File: config.mk
export PLATFORM = sky130hd
export DESIGN_NAME = rf_wb_scheduler_flat
export DESIGN_NICKNAME = d
export VERILOG_FILES = /design/src/rtl/rf_pkg.sv /design/src/rtl/rf_wb_scheduler_if.sv /design/src/rtl/rr_arbiter.sv /design/src/rtl/rf_wb_scheduler.sv /design/src/flat_wrapper.sv
export SDC_FILE = /design/constraint.sdc
export NUM_CORES = 1
export LEC_CHECK = 0
export ABC_AREA = 1
export BUFFER_PORTS_ARGS = -buffer_cell sky130_fd_sc_hd__buf_2
export CAP_MARGIN = 5
export CORE_AREA = 10 10 82 120
export CTS_CLUSTER_SIZE = 25
export DETAILED_ROUTE_END_ITERATION = 10
export DIE_AREA = 0 0 92 130
export PLACE_DENSITY = 0.81
export RECOVER_POWER = 50
export SYNTH_ARGS = -nofsm -noshare
export SYNTH_HDL_FRONTEND = slang
export SYNTH_SLANG_ARGS = --single-unit
File: constraint.sdc
create_clock -name clock -period 3.3 [get_ports clock]
set_clock_uncertainty 0.05 [all_clocks]
set_input_delay 0.165 -clock clock [delete_from_list [all_inputs] [get_ports clock]]
set_output_delay 0.165 -clock clock [all_outputs]
set_load 0.02 [all_outputs]
File: src/rtl/rf_pkg.sv
// Shared register-file constants for the writeback scheduler slice.
package rf_pkg;

  localparam int unsigned REG_NUM = 32;
  localparam int unsigned REG_AW  = 5;
  localparam int unsigned REG_DW  = 32;

  localparam logic [REG_AW-1:0] REG_ZERO = '0;

endpackage

File: src/rtl/rf_wb_scheduler_if.sv
// Writeback / issue / query bundle between requesters, decode and rf_wb_scheduler.
// Forwarding signals exist only when RF_WB_FWD_EN is defined.
interface rf_wb_scheduler_if
  import rf_pkg::*;
#(
  parameter int unsigned NREQ   = 3,
  parameter int unsigned DATA_W = REG_DW,
  parameter int unsigned AW     = REG_AW
);

  logic [NREQ-1:0]        req_valid;
  logic [NREQ-1:0]        req_ready;
  logic [NREQ*AW-1:0]     req_waddr;
  logic [NREQ*DATA_W-1:0] req_wdata;

  logic                   rf_we;
  logic [AW-1:0]          rf_waddr;
  logic [DATA_W-1:0]      rf_wdata;

  logic                   issue_valid;
  logic [AW-1:0]          issue_waddr;
  logic                   issue_ready;

  logic [AW-1:0]          q_addr1;
  logic [AW-1:0]          q_addr2;
  logic                   q_busy1;
  logic                   q_busy2;
`ifdef RF_WB_FWD_EN
  logic                   q_fwd1;
  logic                   q_fwd2;
  logic [DATA_W-1:0]      q_fdata1;
  logic [DATA_W-1:0]      q_fdata2;
`endif

  modport master (
    output req_valid, req_waddr, req_wdata,
    input  req_ready,
    input  rf_we, rf_waddr, rf_wdata,
    output issue_valid, issue_waddr,
    input  issue_ready,
    output q_addr1, q_addr2,
`ifdef RF_WB_FWD_EN
    input  q_fwd1, q_fwd2, q_fdata1, q_fdata2,
`endif
    input  q_busy1, q_busy2
  );

  modport slave (
    input  req_valid, req_waddr, req_wdata,
    output req_ready,
    output rf_we, rf_waddr, rf_wdata,
    input  issue_valid, issue_waddr,
    output issue_ready,
    input  q_addr1, q_addr2,
`ifdef RF_WB_FWD_EN
    output q_fwd1, q_fwd2, q_fdata1, q_fdata2,
`endif
    output q_busy1, q_busy2
  );

endinterface

File: src/rtl/rr_arbiter.sv
// Combinational round-robin arbiter: search begins one past ptr, first request wins.
module rr_arbiter #(
  parameter int unsigned NREQ = 3,
  parameter int unsigned IDXW = (NREQ > 1) ? $clog2(NREQ) : 1
) (
  input  logic [NREQ-1:0] req,
  input  logic [IDXW-1:0] ptr,
  output logic [NREQ-1:0] gnt,
  output logic [IDXW-1:0] gnt_idx
);

  always_comb begin
    int unsigned j;
    logic        found;
    gnt     = '0;
    gnt_idx = '0;
    found   = 1'b0;
    j       = 0;
    for (int unsigned k = 1; k <= NREQ; k++) begin
      j = (32'(ptr) + k) % NREQ;
      if (!found && req[j]) begin
        found   = 1'b1;
        gnt[j]  = 1'b1;
        gnt_idx = IDXW'(j);
      end
    end
  end

endmodule

File: src/rtl/rf_wb_scheduler.sv
// Shares the regfile write port among NREQ writeback sources and keeps a busy scoreboard.
// Optional same-cycle query bypass is enabled with RF_WB_FWD_EN.
module rf_wb_scheduler
  import rf_pkg::*;
#(
  parameter int unsigned NREQ   = 3,
  parameter int unsigned DATA_W = REG_DW,
  parameter int unsigned AW     = REG_AW
) (
  input  logic              clock,
  input  logic              reset,
  rf_wb_scheduler_if.slave  bus
);

  localparam int unsigned IDXW = (NREQ > 1) ? $clog2(NREQ) : 1;
  localparam int unsigned NREG = 1 << AW;
  localparam logic [AW-1:0] ZERO_ADDR = AW'(REG_ZERO);

  logic [IDXW-1:0]   rr_ptr_q, rr_ptr_d;
  logic [NREG-1:0]   busy_q, busy_d;

  logic [NREQ-1:0]   arb_gnt;
  logic [IDXW-1:0]   arb_idx;
  logic [NREQ-1:0]   gnt_ok;
  logic              gnt_any;
  logic [AW-1:0]     sel_addr;
  logic [DATA_W-1:0] sel_data;
  logic              we_int;
  logic              issue_ready_int;

  rr_arbiter #(
    .NREQ (NREQ),
    .IDXW (IDXW)
  ) u_arb (
    .req     (bus.req_valid),
    .ptr     (rr_ptr_q),
    .gnt     (arb_gnt),
    .gnt_idx (arb_idx)
  );

  // Grants are masked while reset is high so nothing transfers that cycle.
  always_comb begin
    gnt_ok   = reset ? '0 : arb_gnt;
    gnt_any  = |gnt_ok;
    sel_addr = '0;
    sel_data = '0;
    for (int unsigned i = 0; i < NREQ; i++) begin
      if (gnt_ok[i]) begin
        sel_addr = bus.req_waddr[i*AW +: AW];
        sel_data = bus.req_wdata[i*DATA_W +: DATA_W];
      end
    end
    we_int          = gnt_any && (sel_addr != ZERO_ADDR);
    issue_ready_int = !busy_q[bus.issue_waddr] || (bus.issue_waddr == ZERO_ADDR);
  end

  // Set is applied after clear so a same-cycle issue to the written register stays busy.
  always_comb begin
    busy_d   = busy_q;
    rr_ptr_d = gnt_any ? arb_idx : rr_ptr_q;
    if (we_int) begin
      busy_d[sel_addr] = 1'b0;
    end
    if (bus.issue_valid && issue_ready_int && (bus.issue_waddr != ZERO_ADDR)) begin
      busy_d[bus.issue_waddr] = 1'b1;
    end
    busy_d[0] = 1'b0;
  end

  always_ff @(posedge clock) begin
    if (reset) begin
      busy_q   <= '0;
      rr_ptr_q <= IDXW'(NREQ - 1);
    end else begin
      busy_q   <= busy_d;
      rr_ptr_q <= rr_ptr_d;
    end
  end

  assign bus.req_ready   = gnt_ok;
  assign bus.rf_we       = we_int;
  assign bus.rf_waddr    = sel_addr;
  assign bus.rf_wdata    = sel_data;
  assign bus.issue_ready = issue_ready_int;

`ifdef RF_WB_FWD_EN
  logic hit1, hit2;

  always_comb begin
    hit1 = we_int && (sel_addr == bus.q_addr1);
    hit2 = we_int && (sel_addr == bus.q_addr2);
  end

  assign bus.q_fwd1   = hit1;
  assign bus.q_fwd2   = hit2;
  assign bus.q_fdata1 = hit1 ? sel_data : '0;
  assign bus.q_fdata2 = hit2 ? sel_data : '0;
  assign bus.q_busy1  = busy_q[bus.q_addr1] && (bus.q_addr1 != ZERO_ADDR) && !hit1;
  assign bus.q_busy2  = busy_q[bus.q_addr2] && (bus.q_addr2 != ZERO_ADDR) && !hit2;
`else
  assign bus.q_busy1  = busy_q[bus.q_addr1] && (bus.q_addr1 != ZERO_ADDR);
  assign bus.q_busy2  = busy_q[bus.q_addr2] && (bus.q_addr2 != ZERO_ADDR);
`endif

endmodule

File: src/flat_wrapper.sv
// flat-port wrapper written by rule: the top's interface ports become plain ports
module rf_wb_scheduler_flat import rf_pkg::*;
#(
  parameter int unsigned NREQ   = 3,
  parameter int unsigned DATA_W = REG_DW,
  parameter int unsigned AW     = REG_AW
)
  (clock, reset, bus_req_valid, bus_req_waddr, bus_req_wdata, bus_req_ready, bus_rf_we, bus_rf_waddr, bus_rf_wdata, bus_issue_valid, bus_issue_waddr, bus_issue_ready, bus_q_addr1, bus_q_addr2, bus_q_busy1, bus_q_busy2);
  rf_wb_scheduler_if #(.NREQ(NREQ), .DATA_W(DATA_W), .AW(AW)) bus_i ();
  input  logic clock;
  input  logic reset;
  input wire logic [$bits(bus_i.req_valid)-1:0] bus_req_valid;
  input wire logic [$bits(bus_i.req_waddr)-1:0] bus_req_waddr;
  input wire logic [$bits(bus_i.req_wdata)-1:0] bus_req_wdata;
  output wire logic [$bits(bus_i.req_ready)-1:0] bus_req_ready;
  output wire logic [$bits(bus_i.rf_we)-1:0] bus_rf_we;
  output wire logic [$bits(bus_i.rf_waddr)-1:0] bus_rf_waddr;
  output wire logic [$bits(bus_i.rf_wdata)-1:0] bus_rf_wdata;
  input wire logic [$bits(bus_i.issue_valid)-1:0] bus_issue_valid;
  input wire logic [$bits(bus_i.issue_waddr)-1:0] bus_issue_waddr;
  output wire logic [$bits(bus_i.issue_ready)-1:0] bus_issue_ready;
  input wire logic [$bits(bus_i.q_addr1)-1:0] bus_q_addr1;
  input wire logic [$bits(bus_i.q_addr2)-1:0] bus_q_addr2;
  output wire logic [$bits(bus_i.q_busy1)-1:0] bus_q_busy1;
  output wire logic [$bits(bus_i.q_busy2)-1:0] bus_q_busy2;
  assign bus_i.req_valid = bus_req_valid;
  assign bus_i.req_waddr = bus_req_waddr;
  assign bus_i.req_wdata = bus_req_wdata;
  assign bus_req_ready = bus_i.req_ready;
  assign bus_rf_we = bus_i.rf_we;
  assign bus_rf_waddr = bus_i.rf_waddr;
  assign bus_rf_wdata = bus_i.rf_wdata;
  assign bus_i.issue_valid = bus_issue_valid;
  assign bus_i.issue_waddr = bus_issue_waddr;
  assign bus_issue_ready = bus_i.issue_ready;
  assign bus_i.q_addr1 = bus_q_addr1;
  assign bus_i.q_addr2 = bus_q_addr2;
  assign bus_q_busy1 = bus_i.q_busy1;
  assign bus_q_busy2 = bus_i.q_busy2;
  rf_wb_scheduler #(.NREQ(NREQ), .DATA_W(DATA_W), .AW(AW)) u_core (.clock(clock), .reset(reset), .bus(bus_i));
endmodule
== Yosys cells after proc, flatten, opt, wreduce, memory -nomap -nowiden ==
Cells that the tools add are included.
Storage, ports and cells
  memories kept: 0
  RAM bits: 0
  bits of input ports: 132
  memory bits (read-only): 0
  flip-flop bits (word level): 34
  latch bits: 0
  output and inout port bits: 44
Operators by class
  multiply operators: 0
  reductions and logical operators: 22
  bitwise logic cells: 5
  muxes and demuxes: 39
  divide/modulo/power cells: 3
  eq/ne operators: 0
  $lt $le $gt $ge: 12
  add/subtract/negate cells: 3
  shift-type cells: 0
Operator list (count)
  $mux 32: 5
  $ge 32x1->1 const B: 3
  $lt 32x3->1 const B: 3
  $mod 32x2->32 const B: 3
  $and 32x32->32: 1
  $not 32->32: 1
  $or 32x32->32: 1
  $lt 5x6->1 const B: 4
  $reduce_bool 5->1: 4
  $bmux 1 s5: 3
  $mux 5: 3
  $mux 1: 13
  $logic_and 1x1->1: 12
  $mux 3: 4
  $demux 1 s5: 2
  $ge 5x1->1 const B: 2
  $add 2x2->3 const B: 2
  $bmux 1 s2: 3
  $demux 1 s2: 3
  $mux 2: 3
  $or 3x3->3: 2
  $logic_not 5->1: 1
  $add 2x1->3 const B: 1
  $logic_not 1->1: 3
  other kinds (2): 2

== Longest topological paths before layout ==
Gate-level depths: netlist of the first run.
  depth after elaboration: 24
  depth in mapped cells: 21
  gate-level depth less buffers: 20

== Cells and area by module ==
From an unflattened synthesis of the first run, not the netlist that was laid out.
Second synthesis, totals
  cells, all modules: 725
  area total of the unflattened synthesis: 3757.4 um^2
By module, submodules not included
  rf_wb_scheduler: cells an instance 667, instances 1, seq. area each 660.6 um^2, area an instance 3440.8 um^2
  rr_arbiter: cells an instance 58, instances 1, seq. area each 0.0 um^2, area an instance 316.6 um^2

== Worst setup path after synthesis of the first run ==
Ideal clock, no wire load.
  kind: flip-flop to output port
  from: register u_core.rr_ptr_q[0]
  to: output bus_rf_wdata[24]
  cell stages (with the launch flop): 17
  slack: 594 ps
  arrival: 2491 ps
  path through: dfxtp_1 inv_1 ha_1 buf_6 nand2_1 nand3_2 nand2_4 nand2_1 nand2_1 nand2_1 nand2_2 nand2_2 inv_2 buf_6 buf_2 a22oi_1 o21ai_0
Between the ends
  elaborated cells between the ends (all ways): 42
  classes of those cells: 3 x add/sub; 3 x div; 6 x order compare; 21 x mux; 2 x bitwise; 7 x reduce/logical
RTL lines
  from (decl): line rf_wb_scheduler.sv:19  | logic [IDXW-1:0] rr_ptr_q, rr_ptr_d;
  from (signal assigned): line rf_wb_scheduler.sv:73  | rr_ptr_q <= IDXW'(NREQ - 1);
  from (signal assigned): line rf_wb_scheduler.sv:76  | rr_ptr_q <= rr_ptr_d;
  $add 2x1->3: line rr_arbiter.sv:20  | j = (32'(ptr) + k) % NREQ;
  $mod 32x2->32: line rr_arbiter.sv:20
  $ge 32x1->1 (not written as such) (tied with other cells): line rr_arbiter.sv:23  | gnt[j] = 1'b1;
  $logic_and 1x1->1 (not written as such) or $mux 1 (tied branches): line rr_arbiter.sv:23, rr_arbiter.sv:21
  $mux 1, on equally long branches: line rr_arbiter.sv:23, rr_arbiter.sv:21
  $demux 1 s2 or $logic_not 1->1 (tied branches): line rr_arbiter.sv:23, rr_arbiter.sv:21
  $mux 3 or $logic_and 1x1->1 (tied branches): line rr_arbiter.sv:21  | if (!found && req[j]) begin
  $or 3x3->3 (no line) or $mux 1 (tied branches)
  $mux 3 or $logic_not 1->1 (tied branches): line rr_arbiter.sv:21
  $or 3x3->3 (no line) or $logic_and 1x1->1 (tied branches)
  $mux 3 (*): line rr_arbiter.sv:21
  $mux 3 (*): line rf_wb_scheduler.sv:43  | gnt_ok = reset ? '0 : arb_gnt;
  named net bus_req_ready[1]: line flat_wrapper.sv:15  | output wire logic [$bits(bus_i.req_ready)-1:0] bus_req_ready;
  $mux 32 (*) (2 in a row): line rf_wb_scheduler.sv:48  | if (gnt_ok[i]) begin
  to (decl): line flat_wrapper.sv:18  | output wire logic [$bits(bus_i.rf_wdata)-1:0] bus_rf_wdata;
Mark *: on every way through the listed nets, which the timed path passes. The rest lies on a longest branch. The select of a mux whose other input is x is not followed.

== Final worst setup path of the first run ==
  from: register u_core.rr_ptr_q[0]
  to: output bus_rf_we
Between the ends
  longest elaborated chain between the ends: 17
  elaborated cells between the ends (all ways): 45
  classes of those cells: 3 x add/sub; 3 x div; 6 x order compare; 21 x mux; 2 x bitwise; 10 x reduce/logical
RTL lines
  $add 2x1->3: line rr_arbiter.sv:20
  $mod 32x2->32: line rr_arbiter.sv:20
  $ge 32x1->1 (not written as such) (tied with other cells): line rr_arbiter.sv:23
  $logic_and 1x1->1 (not written as such) or $mux 1 (tied branches): line rr_arbiter.sv:23, rr_arbiter.sv:21
  $mux 1, on equally long branches: line rr_arbiter.sv:23, rr_arbiter.sv:21
  $demux 1 s2 or $logic_not 1->1 (tied branches): line rr_arbiter.sv:23, rr_arbiter.sv:21
  $mux 3 or $logic_and 1x1->1 (tied branches): line rr_arbiter.sv:21
  $or 3x3->3 (no line) or $mux 1 (tied branches)
  $mux 3 or $logic_not 1->1 (tied branches): line rr_arbiter.sv:21
  $or 3x3->3 (no line) or $logic_and 1x1->1 (tied branches)
  $mux 3 (*): line rr_arbiter.sv:21
  $mux 3 (*): line rf_wb_scheduler.sv:43
  $mux 5 (3 in a row): line rf_wb_scheduler.sv:48
  $reduce_bool 5->1: line rf_wb_scheduler.sv:53  | we_int = gnt_any && (sel_addr != ZERO_ADDR);
  $logic_and 1x1->1 (*): line rf_wb_scheduler.sv:53
  to (decl): line flat_wrapper.sv:16  | output wire logic [$bits(bus_i.rf_we)-1:0] bus_rf_we;
Every way passes the cells marked *; elsewhere a longest branch is shown, timed or not. The select of a mux whose other input is x is not followed.

==> flow_metrics.py, run 1 <==
metrics = {
    "final_layout": {
        "nets": 889,
        "antennaDiodeCount": 0,
        "area_growth_pct": 26.9,
        "drive_gt1_frac": 0.293,
        "fin_area_mm2": 0.00459,
        "fillers": 776,
    },
    "setup_path": {
        "cpLargestDelayFamily": "simple AND/OR/NAND/NOR gates",
        "r2r_slack_ps": 360,
        "crit_type": "reg2out",
        "r2r_cells": 15,
        "slowest_stage": "dfxtp_1",
        "end_kind": "output pin",
        "critPathArrivalTime_ps": 2830,
        "crit_fanout": 13,
        "cp_cell_sequence": "inv_1 > ha_4 > inv_2 > nand2_1 > nand3_2 > nand2_4 > nand3_2 > nand3_1 > nand2_2 > or2_0 > nand2_4 > nand3_2 > or2_1 > buf_2",
        "crit_required_ps": 3080,
        "worstReg2RegEnd": "u_core.busy_q[27]$_SDFF_PP0_",
        "reg2reg_from": "u_core.rr_ptr_q[0]$_SDFFE_PP0P_",
        "cp-start-kind": "flop",
        "crit_buf_inv": 3,
        "cpMostUsedCell": "nand3_2",
        "max_stage_delay_ps": 370,
    },
    "global_routing": {
        "grt_use_total": 0.230,
        "antenna_found_initial": 0,
        "grt_overflow": 0,
        "grt_pass1_wl_um": 23200,
        "grt_pass1_vias": 4899,
        "grt_max_degree": 66,
    },
    "floorplanning": {
        "die_w_um": 92,
        "dieArea_mm2": 0.0120,
        "ios": 176,
        "core_mm2": 0.00781,
        "die_h_um": 130,
        "initial_core_util": 0.464,
        "rows": 40,
    },
    "worst_hold_path": {
        "hold_path_class": "in2reg",
        "worstHoldStart": "bus_issue_waddr[4]",
        "min_path_cells": 4,
        "min_to": "u_core.busy_q[4]$_SDFF_PP0_",
    },
    "drt": {
        "post_drt_via_cell_ratio": 5.70,
        "first_pass_iters": 5,
        "vias": 4887,
        "drtIter0Drc": 423,
        "drt_wl_total_um": 14500,
        "wire_per_inst_um": 16.9,
        "drc": 0,
        "postRouteAntennaNets": 0,
    },
    "yosys": {
        "synth_compound_area_frac": 0.308,
        "synth_top_family_by_area": "simple AND/OR/NAND/NOR gates",
        "synth_area_per_cell_um2": 6.02,
        "synth_top_area_frac": 0.182,
        "synth_seq_cells": 33,
        "ys_seq_area_frac": 0.182,
        "synthXorXnorAreaFrac": 0,
        "netlist_top_cells_area": "dfxtp_1 18%, nand2_1 13%, nand3_1 11%",
        "yosys.area_share.simple": 0.382,
        "ys_types": 34,
        "ys.warnings.count": 0,
        "yosys.area_share.adder": 0.0138,
        "synth_mux_area_frac": 0,
        "netlist_area_mm2": 0.00362,
        "syn_inst": 601,
        "yosys.area.top_type": "dfxtp_1",
        "synth_nets": 737,
    },
    "sta": {
        "setup_violations": 0,
        "slew_violations": 0,
        "period_needed_ps": 3050,
        "tns_ps": 0,
        "finalCritPeriodShare": 0.923,
        "worst_pin_slew_ps": 1020,
        "fmax_mhz": 328,
        "hold_violations": 0,
        "relSlewSlack": 0.320,
        "grt_setup_unrepaired": "no",
    },
    "clock_tree": {
        "cts_tree": "yes",
        "clk_path_buf_depth": 2,
        "htree_levels": 2,
        "insertion_delay_ps": 280,
        "cts_hold_buf": 0,
        "cts.sinks": 33,
        "numCtsBuffers": 5,
        "clk_pin_slew_ps": 50,
        "cts_root_buffer": "clkbuf_16",
        "post-cts-setup-buffers": 0,
    },
    "pwr": {
        "vdd_ir_drop_max_uv": 764,
        "total_power_w": 0.00397,
        "leakagePower_nw": 2.06,
        "power_density_mw_per_mm2": 864,
    },
    "place": {
        "portBuffers": 175,
        "place.gp.congestion": 0.919,
        "dp.final_hpwl_um": 11900,
        "place_area_mm2": 0.00448,
    },
    "run_status": {
        "outcome": "finished clean",
    },
    "flow_run": {
        "maxCapViolCount": 0,
    },
}
-- synth_stat cells, drive strengths merged --
library cell	n
inv	52
a21oi	51
o21ai	80
o2111ai	1
or2	4
a22oi	45
nand2	139
clkinv	1
a22o	1
nor3	11
ha	4
clkbuf	18
nor3b	1
nor2	37
dfxtp	33
nand4	7
o211ai	9
o31ai	2
nand3b	3
buf	19
a41oi	2
nand3	81
-- layer usage --
| layer | up-vias | global-route usage | wire, um |
|---|---|---|---|
| li1 | 2393 | - | - |
| met3 | 36 | 0.0650 | 1400 |
| met5 | - | 0 | 0 |
| met2 | 301 | 0.428 | 7430 |
| met1 | 2157 | 0.235 | 5250 |
| met4 | 0 | 0.0938 | 444 |
-- timing repair --
item,CTS,global route
resized for setup,1,5
endpoints found under the setup margin,1,34
gates cloned,0,0
-- cells in the final DEF (no fill, tap or decap), types with 4 or more instances in the layout --
cell type,Yosys,final
o211ai_1,9,9
nand3_2,4,4
nor2_1,24,30
buf_4,3,4
a22oi_1,45,45
nand4_1,7,7
o21ai_0,52,56
a21oi_1,51,51
nand3_1,77,77
inv_2,8,7
nand2_2,12,10
buf_2,9,172
dfxtp_1,33,33
nor3_1,10,10
clkbuf_16,0,5
o21ai_1,27,23
nand2_1,123,126
inv_1,44,44
-- kinds of logic after synthesis --
group	Yosys count
and+or+nand+nor	283
adders and majority gates	4
AOI/OAI and AO/OA	191
buffers and inverters	90
DFF	33
-- worst reg2reg max path, cell delays in order (launching register included) --
cell	delay (ps)
dfxtp_1	370
inv_1	110
ha_4	340
nand2_1	120
nand3_2	130
nand2_4	90
nand3_1	140
nor2_1	70
nor2_1	270
nand4_1	130
nand2_1	90
nand2_1	140
nor2_1	460
nand3_1	170
nand2_1	90
a21oi_1	60
-- metrics by stage --
step	utilization	hold slack [ps]	setup slack [ps]	std cells
final	0.588	282	255	857
after global routing	0.588	325	40.8	857
after CTS	0.591	277	81.2	857
after detailed placement	0.574	426	283	851
after global placement	0.574	399	459	851
after floorplan	-	340	594	601
-- worst max-delay path by stage --
stage	endpoint	slack (ps)	startpoint	cells after the start
3_3_place_gp	bus_rf_wdata[24]	460	u_core.rr_ptr_q[0]$_SDFFE_PP0P_	16
3_5_place_dp	bus_rf_wdata[24]	280	u_core.rr_ptr_q[0]$_SDFFE_PP0P_	14
5_1_grt	bus_rf_wdata[29]	40	u_core.rr_ptr_q[0]$_SDFFE_PP0P_	16
4_1_cts	bus_rf_wdata[24]	80	u_core.rr_ptr_q[0]$_SDFFE_PP0P_	14
6_report	bus_rf_we	250	u_core.rr_ptr_q[0]$_SDFFE_PP0P_	14
2_1_floorplan	bus_rf_wdata[24]	590	u_core.rr_ptr_q[0]$_SDFFE_PP0P_	16
-- final cells by class --
type / instances / area (um2) / area share
inverter: 53 / 201 / 0.0438
tap: 105 / 131 / 0.0286
multi-input combinational: 478 / 2520 / 0.549
clock inverter: 1 / 5.00 / 0.00109
sequential: 33 / 661 / 0.144
timing repair buffer: 182 / 948 / 0.206
clock buffer: 5 / 125 / 0.0272
-- registers in the layout, summed over array words and instances (netlist names) --
| name | cells |
|---|---|
| u_core.rr_ptr_q | 2 |
| u_core.busy_q | 31 |
-- power by group --
group / total [W] / leakage (nW) / internal (W) / switching [W]
logic: 0.00310 / 1.72 / 0.000932 / 0.00217
clock network: 0.000430 / 0.0655 / 0.000269 / 0.000161
registers: 0.000436 / 0.267 / 0.000416 / 0.0000196
total: 0.00397 / 2.06 / 0.00162 / 0.00235
Note: power is estimated with default switching activity, not from simulation.
==> run 2: changes to the inputs <==
--- a/config.mk
+++ b/config.mk
@@ -5,14 +5,14 @@
 export SDC_FILE = /design/constraint.sdc
 export NUM_CORES = 1
 export LEC_CHECK = 0
-export ABC_AREA = 1
+export ABC_CLOCK_PERIOD_IN_PS = 3300
 export BUFFER_PORTS_ARGS = -buffer_cell sky130_fd_sc_hd__buf_2
-export CAP_MARGIN = 5
-export CORE_AREA = 10 10 82 120
+export CAP_MARGIN = 20
+export CORE_AREA = 10 10 80 117
 export CTS_CLUSTER_SIZE = 25
 export DETAILED_ROUTE_END_ITERATION = 10
-export DIE_AREA = 0 0 92 130
-export PLACE_DENSITY = 0.81
+export DIE_AREA = 0 0 90 127
+export PLACE_DENSITY = 0.8
 export RECOVER_POWER = 50
 export SYNTH_ARGS = -nofsm -noshare
 export SYNTH_HDL_FRONTEND = slang
==> run 2 against run 1 <==
Against the previous run: power shrank 11%; flip-flop and latch count is the same; critical path depth shrank 3; hold slack lost 74 ps; fmax shrank 5.6%; combinational power shrank 19%; utilization grew 3.4 points; worst setup slack lost 180 ps; cell count shrank 24%; die area shrank 4.4%; routed wire length grew 2.8%; highest routed layer unchanged.
==> flow_metrics.py, run 2 <==
metrics = {
    "pwr": {
        "leakagePower_nw": 1.99,
        "power_frac_clock": 0.156,
        "combPwrFrac": 0.713,
        "seq_power_share": 0.131,
        "p_sw_frac": 0.503,
        "p_sw_w": 0.00177,
        "p_int_w": 0.00175,
        "power_density_mw_per_mm2": 768,
        "vdd_ir_drop_max_uv": 576,
    },
    "floorplanning": {
        "die_w_um": 90,
        "initial_core_util": 0.444,
        "die_h_um": 127,
        "rows": 39,
        "ios": 176,
        "core_mm2": 0.00737,
        "dieArea_mm2": 0.0114,
    },
    "final_layout": {
        "largest-register": "u_core.busy_q",
        "final_cell_mix": "169 x buf_2, 68 x nor2_1, 38 x o21ai_0",
        "largestRegisters": "u_core.busy_q x31, u_core.rr_ptr_q x2",
        "fin_area_mm2": 0.00459,
        "drive_gt1_frac": 0.485,
        "utilization": 0.623,
        "area_growth_pct": 40.3,
        "finalNonFillerCells": 655,
        "antennaDiodeCount": 0,
        "largest_reg_flops": 31,
        "nets": 688,
        "fillers": 617,
        "layout_commonest_cell": "buf_2",
    },
    "flow_run": {
        "maxCapViolCount": 0,
    },
    "yosys": {
        "ys.warnings.count": 0,
        "synth_edf_count": 0,
        "synth.most_common_cell": "nor2_1",
        "synth-main-ff-cell": "dfxtp_1",
        "syn_inst": 377,
        "netlist_top_cells_area": "dfxtp_1 20%, mux4_2 17%, a221oi_1 8.6%",
        "yosys.area.top_type": "dfxtp_1",
        "synth_seq_cells": 33,
        "async_reset_ff_frac": 0,
        "synth_nets": 513,
        "ys_seq_area_frac": 0.202,
        "synth_commonest_cells": "68 x nor2_1, 38 x o21ai_0, 33 x dfxtp_1",
        "netlist_area_mm2": 0.00327,
        "ys_types": 61,
        "synth_area_per_cell_um2": 8.67,
        "synth_top_area_frac": 0.202,
    },
    "setup_path": {
        "cp_cell_sequence": "inv_2 > ha_4 > mux2_1 > a31oi_2 > a2111oi_4 > clkbuf_1 > o211ai_1 > a31o_4 > nand3_2 > or3_1 > buf_2",
        "r2r_slack_ps": 110,
        "reg2reg_from": "u_core.rr_ptr_q[0]$_SDFFE_PP0P_",
        "cp-start-kind": "flop",
        "cpLargestDelayFamily": "compound AO/OA/AOI/OAI gates",
        "crit_start": "u_core.rr_ptr_q[0]$_SDFFE_PP0P_",
        "crit_type": "reg2out",
        "critPathArrivalTime_ps": 3010,
        "end_kind": "output pin",
        "crit_required_ps": 3080,
        "crit_fanout": 7,
        "max_stage_delay_ps": 370,
        "crit_buf_inv": 3,
        "slowest_stage": "mux2_1",
    },
    "global_routing": {
        "antenna_found_initial": 0,
        "grt_pass1_wl_um": 22800,
        "grt_pass1_vias": 4267,
        "grt_max_degree": 33,
        "grt_overflow": 0,
        "grt_use_total": 0.248,
    },
    "sta": {
        "period_needed_ps": 3230,
        "fmax_mhz": 310,
        "hold_violations": 0,
        "setup_violations": 0,
        "worst_pin_slew_ps": 670,
        "worst_slack_ps": 74.1,
        "relSlewSlack": 0.554,
        "tns_ps": 0,
        "finalCritPeriodShare": 0.978,
        "slew_violations": 0,
    },
    "place": {
        "place_area_mm2": 0.00424,
        "place.gp.congestion": 1.08,
        "dp_slack_ps": 79.5,
        "dp.final_hpwl_um": 12400,
        "portBuffers": 175,
        "place_inst": 637,
    },
    "worst_hold_path": {
        "hold_path_class": "in2reg",
        "worstHoldStart": "bus_issue_waddr[4]",
    },
    "clock_tree": {
        "cts_hold_buf": 0,
        "clk_pin_slew_ps": 60,
        "htree_levels": 2,
        "cts_tree": "yes",
        "numCtsBuffers": 5,
        "cts.sinks": 33,
        "insertion_delay_ps": 280,
        "cts_root_buffer": "clkbuf_16",
        "clk_path_buf_depth": 2,
    },
    "drt": {
        "drc": 0,
        "post_drt_via_cell_ratio": 6.20,
        "first_pass_iters": 5,
        "vias": 4058,
        "drt_wl_total_um": 14900,
        "postRouteAntennaNets": 0,
        "drtIter0Drc": 384,
        "wire_per_inst_um": 22.8,
    },
    "run_status": {
        "outcome": "finished clean",
    },
}
==> run 2: cell count changes after synthesis, moves of 9 or more <==
cell	before	now
nand2_1	123	17
nor2_1	24	68
o21ai_1	27	6
o21ai_0	52	38
inv_1	44	9
a31oi_1	0	9
nand2_2	12	0
mux4_2	0	25
o31ai_1	2	12
nand3_1	77	6
a221oi_1	0	32
a22oi_1	45	0
a21oi_1	51	5
==> run 2: kinds of logic (layout without fill, tap and decap cells) <==
group | after synthesis | after routing | synth area share
multiplexers | 35 | 35 | 0.206
AO/OA/AOI/OAI | 136 | 136 | 0.338
flip-flops | 33 | 33 | 0.202
AND/OR/NAND/NOR | 130 | 131 | 0.186
buffers and inverters | 39 | 214 | 0.0528
adder cells (fa/ha/maj) | 4 | 4 | 0.0153
==> run 2: layer usage <==
layer / vias to the layer above / global-route usage / part of all wire
li1: 1841 / - / -
met1: 1884 / 0.251 / 0.35
met2: 281 / 0.440 / 0.49
met3: 52 / 0.0785 / 0.10
met4: 0 / 0.144 / 0.062
met5: - / 0 / 0
==> run 2: worst reg2reg max path, stage by stage (launching register included) <==
cell	delay, ps
dfxtp_2	340
inv_2	110
ha_4	160
mux2_1	380
mux2_2	320
a31oi_4	270
buf_4	160
a2bb2oi_2	170
o2bb2ai_4	140
buf_4	190
inv_2	90
a31oi_1	460
o21ai_0	170
o31ai_1	90
==> run 2: through the flow <==
| stage | hold WS, ps | power [W] |
|---|---|---|
| 2_1_floorplan | 316 | 0.00200 |
| 5_1_grt | 255 | 0.00372 |
| 6_report | 208 | 0.00352 |
| 4_1_cts | 206 | 0.00335 |
| 3_5_place_dp | 455 | 0.00275 |
| 3_3_place_gp | 436 | 0.00271 |
==> run 2: cell type report <==
class                   count  area [um2]  area share
repair buffers            193        1040       0.226
inverters                  13        53.8      0.0117
clock buffers               7         143      0.0311
clock inverters             1        30.0     0.00655
multi-input cells         306        2530       0.552
flip-flops and latches     33         663       0.145
well taps                 102         128      0.0278
==> run 2: power by group through the flow <==
stage                     logic [W]  clock network [W]  registers [W]
after floorplan             0.00155                  0       0.000450
after global placement      0.00225                  0       0.000457
after detailed placement    0.00229                  0       0.000460
after CTS                   0.00235           0.000549       0.000452
after global routing        0.00269           0.000562       0.000465
final                       0.00251           0.000548       0.000462
==> run 2: path summary, 6_finish.rpt <==
check,end,cells past startpoint
worst max-delay path,bus_rf_we,11
worst min-delay path,u_core.busy_q[20]$_SDFF_PP0_,2
worst max register to register,u_core.busy_q[26]$_SDFF_PP0_,13
worst min register to register,u_core.busy_q[30]$_SDFF_PP0_,2
==> run 2: repair_timing <==
action	CTS	global route
pin swaps	4	6
buffers inserted	3	5
endpoints found under the hold margin	0	0
resized for setup	6	18
gates cloned	1	1
setup endpoints to repair	21	40
==> run 3: changes to the inputs <==
--- a/config.mk
+++ b/config.mk
@@ -8,11 +8,14 @@
 export ABC_CLOCK_PERIOD_IN_PS = 3300
 export BUFFER_PORTS_ARGS = -buffer_cell sky130_fd_sc_hd__buf_2
 export CAP_MARGIN = 20
-export CORE_AREA = 10 10 80 117
+export CELL_PAD_IN_SITES_DETAIL_PLACEMENT = 0
+export CELL_PAD_IN_SITES_GLOBAL_PLACEMENT = 1
+export CORE_AREA = 10 10 94 137
 export CTS_CLUSTER_SIZE = 25
 export DETAILED_ROUTE_END_ITERATION = 10
-export DIE_AREA = 0 0 90 127
-export PLACE_DENSITY = 0.8
+export DIE_AREA = 0 0 104 147
+export GPL_TIMING_DRIVEN = 0
+export PLACE_DENSITY = 0.87
 export RECOVER_POWER = 50
 export SYNTH_ARGS = -nofsm -noshare
 export SYNTH_HDL_FRONTEND = slang
==> run 3 against run 2 <==
Against the previous run: count of clock-buffer cells in the layout did not move; critical path depth unchanged; cell count up 8.9%; worst setup slack worse by 9.0 ps; global-route usage shrank 7.4 points; die area up 34%; fmax down 0.28%; critical endpoint unchanged; largest cell class unchanged.
==> flow_metrics.py, run 3 (synthesis results as in run 2) <==
metrics = {
    "sta": {
        "fmax_mhz": 309,
        "hold_violations": 0,
        "worst_pin_slew_ps": 706,
        "tns_ps": 0,
        "finalCritPeriodShare": 0.980,
        "period_needed_ps": 3230,
        "worst_slack_ps": 65.1,
        "relSlewSlack": 0.529,
        "hold_slack_ps": 250,
        "setup_violations": 0,
        "slew_violations": 0,
    },
    "final_layout": {
        "largest-register": "u_core.busy_q",
        "finalNonFillerCells": 713,
        "final_cell_mix": "170 x buf_2, 68 x nor2_1, 38 x o21ai_0",
        "largestRegisters": "u_core.busy_q x31, u_core.rr_ptr_q x2",
        "drive_gt1_frac": 0.489,
        "fillers": 1044,
        "utilization": 0.447,
        "layout_commonest_cell": "buf_2",
        "largest_reg_flops": 31,
        "nets": 703,
        "area_growth_pct": 43.1,
    },
    "floorplanning": {
        "rows": 46,
        "dieArea_mm2": 0.0153,
        "die_w_um": 104,
        "ios": 176,
        "die_h_um": 147,
        "core_mm2": 0.0105,
        "initial_core_util": 0.312,
    },
    "global_routing": {
        "antenna_found_initial": 2,
        "grt_pass1_wl_um": 21800,
        "grt_overflow": 0,
        "grt_pass1_vias": 4333,
        "grt_use_total": 0.174,
        "grt_max_degree": 11,
    },
    "clock_tree": {
        "cts_tree": "yes",
        "clk_pin_slew_ps": 50,
        "numCtsBuffers": 5,
        "cts_root_buffer": "clkbuf_16",
        "clk_path_buf_depth": 2,
        "cts.sinks": 33,
        "insertion_delay_ps": 280,
        "htree_levels": 2,
        "cts_hold_buf": 0,
    },
    "place": {
        "dp.final_hpwl_um": 11700,
        "place_inst": 693,
        "place.gp.congestion": 0.920,
        "dp_slack_ps": 81.4,
        "portBuffers": 172,
    },
    "run_status": {
        "outcome": "finished clean",
    },
    "setup_path": {
        "cp_cell_sequence": "inv_1 > ha_2 > mux2_1 > mux2_2 > a31oi_4 > buf_4 > a2bb2oi_2 > o2bb2ai_4 > nand3_4 > or3_1 > buf_2",
        "critPathArrivalTime_ps": 3020,
        "crit_required_ps": 3080,
        "max_stage_delay_ps": 350,
        "slowest_stage": "mux2_1",
        "crit_fanout": 7,
        "crit_type": "reg2out",
        "cp-start-kind": "flop",
        "end_kind": "output pin",
    },
    "drt": {
        "first_pass_iters": 4,
        "drtIter0Drc": 183,
        "drt_wl_total_um": 14000,
        "drc": 0,
        "vias": 3986,
        "post_drt_via_cell_ratio": 5.59,
        "postRouteAntennaNets": 0,
        "wire_per_inst_um": 19.6,
    },
    "pwr": {
        "power_density_mw_per_mm2": 733,
        "leakagePower_nw": 2.04,
        "vdd_ir_drop_max_uv": 415,
    },
    "worst_hold_path": {
        "hold_path_class": "in2reg",
    },
    "flow_run": {
        "maxCapViolCount": 0,
    },
}
## run 3: changes by cell type in the layout (fill, tap and decap cells not counted), moves of 2 or more
cell / previous run / this run
clkbuf_1: 6 / 13
clkbuf_2: 0 / 6
a221oi_1: 30 / 25
a221oi_2: 2 / 7
buf_4: 17 / 15
buf_6: 0 / 2
clkbuf_4: 0 / 2
ha_4: 2 / 0
## run 3: metal layers
layer  GRT usage  wire, um
met5           0        13
met4      0.0817       531
met3      0.0587      1210
met2       0.331      7380
met1       0.161      4860
## run 3: worst paths after layout
path | from | depth (start not counted) | endpoint | slack, ps
worst max-delay path | u_core.rr_ptr_q[0]$_SDFFE_PP0P_ | 11 | bus_rf_we | 70
worst min-delay path | bus_issue_waddr[3] | 3 | u_core.busy_q[4]$_SDFF_PP0_ | 250
worst max register to register | u_core.rr_ptr_q[0]$_SDFFE_PP0P_ | 13 | u_core.busy_q[15]$_SDFF_PP0_ | 240
worst min register to register | u_core.busy_q[23]$_SDFF_PP0_ | 2 | u_core.busy_q[23]$_SDFF_PP0_ | 460
## run 3: repair_timing
item                                    CTS  global route
pin swaps                                 5             5
resized for setup                         8            28
hold endpoints to repair                  0             0
buffers inserted                          5             8
endpoints found under the setup margin   31            51
## run 3: cell type report
class,count,area (um2),share of cell area
Antenna cell,1,2.50,0.000535
Buffer,24,139,0.0297
Clock buffer,7,153,0.0326
Clock inverter,1,5.00,0.00107
Inverter,13,51.3,0.0110
Multi-Input combinational cell,305,2530,0.541
Sequential cell,33,663,0.142
Tap cell,144,180,0.0385
Timing Repair Buffer,185,956,0.204
## run 3: through the flow
stage	area, um2	total power [W]
final	4680	0.00343
after floorplan	3270	0.00200
after global routing	4680	0.00366
after CTS	4540	0.00327
after detailed placement	4310	0.00272
after global placement	4310	0.00268
## run 3: critical path: cells and delay by family, from the launching register on
kind	cells	cell delay, ps
muxes	2	660
and+or+nand+nor	2	470
DFF	1	330
buffers and inverters	3	420
AOI/OAI and AO/OA	3	640
adders and majority gates	1	220
## run 3: power by group
group,total (W),internal [W],switching (W),leakage (nW)
sequential,0.000456,0.000427,0.0000283,0.267
clock,0.000485,0.000319,0.000166,0.0799
combinational,0.00249,0.000944,0.00155,1.69
total,0.00343,0.00169,0.00174,2.04
